File: src/rtl/param_updown_counter.sv
// Modulo-MODULUS up/down counter with load, synchronous clear, wrap/saturate mode,
// terminal-count flag, registered wrap pulse and sticky overflow flag.
module param_updown_counter #(
   parameter int     WIDTH    = 4,
   parameter longint MODULUS  = 16,
   parameter int     SATURATE = 0
) (
   input  logic             clk,
   input  logic             reset,
   input  logic             en,
   input  logic             up,
   input  logic             clear,
   input  logic             load,
   input  logic [WIDTH-1:0] load_val,
   output logic [WIDTH-1:0] q,
   output logic             tc,
   output logic             wrap,
   output logic             ovf
);

   localparam longint           MAX_L   = MODULUS - 1;
   localparam logic [WIDTH:0]   MAX_EXT = MAX_L[WIDTH:0];
   localparam logic [WIDTH-1:0] MAX_Q   = MAX_L[WIDTH-1:0];

   generate
      if (WIDTH < 1 || WIDTH > 32 || MODULUS < 2 ||
          MODULUS > (longint'(1) << WIDTH) || SATURATE < 0 || SATURATE > 1) begin : g_bad_param
         $error("param_updown_counter: illegal WIDTH/MODULUS/SATURATE combination");
      end
   endgenerate

   logic [WIDTH-1:0] count_q, count_d;
   logic             wrap_q, wrap_d;
   logic             ovf_q, ovf_d;

   logic [WIDTH:0]   inc_ext;
   logic [WIDTH:0]   dec_ext;
   logic             at_max;
   logic             at_zero;

   // One extra bit lets both overflow and borrow show up as "above MAX_EXT".
   assign inc_ext = {1'b0, count_q} + {{WIDTH{1'b0}}, 1'b1};
   assign dec_ext = {1'b0, count_q} - {{WIDTH{1'b0}}, 1'b1};
   assign at_max  = (count_q == MAX_Q);
   assign at_zero = (count_q == '0);

   always_comb begin
      count_d = count_q;
      wrap_d  = 1'b0;
      ovf_d   = ovf_q;
      if (clear) begin
         count_d = '0;
         ovf_d   = 1'b0;
      end else if (load) begin
         count_d = ({1'b0, load_val} > MAX_EXT) ? MAX_Q : load_val;
      end else if (en) begin
         if (up) begin
            if (inc_ext > MAX_EXT) begin
               wrap_d  = 1'b1;
               ovf_d   = 1'b1;
               count_d = (SATURATE != 0) ? count_q : '0;
            end else begin
               count_d = inc_ext[WIDTH-1:0];
            end
         end else begin
            if (dec_ext > MAX_EXT) begin
               wrap_d  = 1'b1;
               ovf_d   = 1'b1;
               count_d = (SATURATE != 0) ? count_q : MAX_Q;
            end else begin
               count_d = dec_ext[WIDTH-1:0];
            end
         end
      end
   end

   always_ff @(posedge clk or posedge reset) begin
      if (reset) begin
         count_q <= '0;
         wrap_q  <= 1'b0;
         ovf_q   <= 1'b0;
      end else begin
         count_q <= count_d;
         wrap_q  <= wrap_d;
         ovf_q   <= ovf_d;
      end
   end

   assign q    = count_q;
   assign wrap = wrap_q;
   assign ovf  = ovf_q;
   assign tc   = up ? at_max : at_zero;

endmodule
File: config.mk
export PLATFORM = sky130hd
export DESIGN_NAME = param_updown_counter
export DESIGN_NICKNAME = d
export VERILOG_FILES = /design/src/rtl/param_updown_counter.sv
export SDC_FILE = /design/constraint.sdc
export NUM_CORES = 1
export LEC_CHECK = 0
export BUFFER_PORTS_ARGS = -buffer_cell sky130_fd_sc_hd__buf_4
export CORE_AREA = 2 2 39 41
export DETAILED_ROUTE_END_ITERATION = 10
export DIE_AREA = 0 0 41 43
export GPL_ROUTABILITY_DRIVEN = 0
export GPL_TIMING_DRIVEN = 0
export PLACE_DENSITY = 0.79
export SYNTH_ARGS = -nofsm -noshare
export SYNTH_HDL_FRONTEND = slang
export SYNTH_SLANG_ARGS = --single-unit
File: constraint.sdc
create_clock -name clk -period 2.1 [get_ports clk]
set_input_delay 0.21 -clock clk [delete_from_list [all_inputs] [get_ports clk]]
set_output_delay 0.21 -clock clk [all_outputs]
set_load 0.05 [all_outputs]
==> metrics.cfg <==
[clock_tree]
clk_pin_slew_ps=50
cts_buffer_depth=2
worst_skew_pair.late_latency_ps=250
clock-sinks=6
cts_htree_levels=1
numCtsBuffers=3
tritoncts=built
cts.repair_timing.setup_buffer_count=0
clk_root_buffer_cell=clkbuf_4

[synthesis]
synth_top_family_by_area=simple AND/OR/NAND/NOR gates
yosys.area.top_type_share_pct=26.8
synth.area.mux_share_pct=0
mappedNetlistArea_um2=559
yosys.area_share.xor_xnor_pct=3.13
synth_top_cells_by_area=dfrtp_1, ha_1, a21oi_1, nand3_1, nor2_1
post-synth-top-area-cell=dfrtp_1
average_cell_area_after_synthesis_um2=7.46
yosysWarnings=0
synth_compound_area_share_pct=23.5
count_of_state_elements_after_synthesis=6
synth.yosys.seq_area_share_pct=26.8
synth_simple_gate_area_share_pct=27.7
yosys.cell_types.count=28
post_synthesis_instance_total=75
mappedNetlistNets=89
synth_fa_ha_area_share_pct=10.7

[detailed_routing]
detailroute.via_count=613
first_pass_iters=4
drt_iter0_markers=21
wire_per_inst_um=12.4
drc_errors=0
final_antenna_net_count=0
number_of_vias_per_cell=5.52
routed_wire_length_mm=1.38

[global_route]
grt_pass1_wl_mm=2.17
grt_pass1_vias=530
grt_max_degree=11
grt_antenna_before_repair=0
grt.overflow.total=0
total_grt_usage_pct=18.6

[cells_and_area]
final_layout_size_suffix_gt1_share_pct=27.4
stdcell_count=111
nFillCells=135
layout-area-overhead-vs-synth_pct=31.5
multiInputGateArea_um2=369
sequential_cell_area_um2=153
number_of_diodes_added_for_antenna_fixing=0
num-nets-final=110

[die]
placeableCoreArea_um2=1380
die_w_um=41
initial_core_util_pct=40.4
die_height_um=43
io_pins=17
floorplan.rows=14
floorplan.die_area_um2=1760

[sta]
setup_viol=0
fmax_ghz=0.530
worst_hold_slack_ps=153
timing_worst_slew_pin_value_ps=427
timing_hold_violations_final=0
rsz0062_at_grt=no
finalClockSkew_ps=1.14
final_min_period_over_clock_period_pct=89.9
fin_setup_tns_ps=0
max_slew_margin_pct=71.6
timing.final.crit_period_ps=1890
finalMaxSlewViolations=0

[pwr]
ir_worst_vdd_uv=443
fin_total_pwr_uw=431
power.leakage_nw=0.340
pwr_density_cell_nw_per_um2=586

[worst_setup_path]
crit_type=flip-flop to flip-flop
worstSetupStartpointType=flip-flop
worstPathMaxFanout=9
critical_path.endpoint_type=flip-flop
worst_ep_arrival_time_ps=2060
cp.required_ps=2280

[status]
outcome=finished, final reports clean

[run]
maxCapViolCount=0

[placed_design]
dp_cells=106
dp_hpwl_mm=1.02
io_buffer_count=15

[min_path]
path_category_of_the_worst_min_delay_check=input pin to flip-flop

==> cell usage after synthesis (all sizes together) <==
library cell   n
o22ai          1
xor2           1
clkbuf         4
maj3           1
nand2          7
nor3b          2
a21oi         10
o21a           1
o211ai         1
nor2           8
o31ai          1
xnor2          1
ha             4
o311a          1
inv            5
o21ai          3
a31oi          2
buf            1
dfrtp          6
a21o           1
or4            1
nand3          6
and2b          1
nor3           3
or3            1
nand4          2
==> placed cells by master (no fill, tap or decap), drive strengths merged, types with 3 or more instances in the layout <==
cell	instances
nand3	6
nand2	7
o21ai	3
buf	16
a21oi	10
nor2	8
nor3	3
inv	5
clkbuf	8
ha	4
dfrtp	6
==> worst max-delay path: stages, from the launching register on <==
cell	delay, ps
dfrtp_2	460
inv_1	120
ha_1	350
nor3b_2	200
nand2_1	100
a31oi_1	90
or3_1	370
a21oi_1	140
==> metrics by stage <==
stage / setup WS, ps / utilization, % / cell area [um^2]
after floorplan: 105 / - / 562
after global placement: 140 / 50.2 / 694
after detailed placement: 70.4 / 50.2 / 694
final: 212 / 53.2 / 736
after global routing: 104 / 53.2 / 736
after CTS: 60.8 / 52.8 / 731
==> kinds of logic after synthesis <==
kind of cell               after synthesis
AOI/OAI and AO/OA                       21
xor gates and xnor gates                 2
adders and majority gates                5
buffers and inverters                   10
DFF                                      6
and+or+nand+nor                         31
==> path summary, 6_finish.rpt <==
check	slack, ps	endpoint	depth (start not counted)	from
setup / recovery	210	q[2]	7	q[0]
hold / removal	150	q[3]	2	clear
setup reg to reg	210	q[2]	7	q[0]
hold reg to reg	540	ovf	2	ovf
max in group asynchronous	1440	q[0]	3	reset
min in group asynchronous	460	q[2]	3	reset
==> what timing repair did <==
| action | CTS | global route |
|---|---|---|
| endpoints found under the hold margin | 6 | 0 |
| setup endpoints to repair | 0 | 5 |
| hold buffers | 1 | 0 |
| resized for setup | 0 | 1 |
==> state kept, by name, indices dropped and copies added (netlist names) <==
name	cells
ovf	1
q	4
wrap	1
==> layout make-up <==
| class | count | share of cell area [%] |
|---|---|---|
| Clock buffer | 4 | 3.57 |
| Buffer | 5 | 3.57 |
| Sequential cell | 6 | 20.7 |
| Multi-Input combinational cell | 59 | 50.2 |
| Inverter | 5 | 2.55 |
| Tap cell | 16 | 2.72 |
| Timing Repair Buffer | 16 | 16.7 |
==> layer usage <==
| metal | up-vias | GRT usage (%) | part of all wire, % |
|---|---|---|---|
| met1 | 286 | 24.4 | 41 |
| met2 | 21 | 26.9 | 51 |
| met4 | 0 | 8.00 | 0.73 |
| met5 | - | 0 | 0 |
| met3 | 2 | 6.28 | 7.4 |
| li1 | 304 | - | - |
==> where the power goes <==
part,switching (mW),internal [mW]
Combinational,0.108,0.0698
Clock,0.0437,0.0721
Sequential,0.0126,0.125
Total,0.165,0.267
Note: power is estimated with default switching activity, not from simulation.
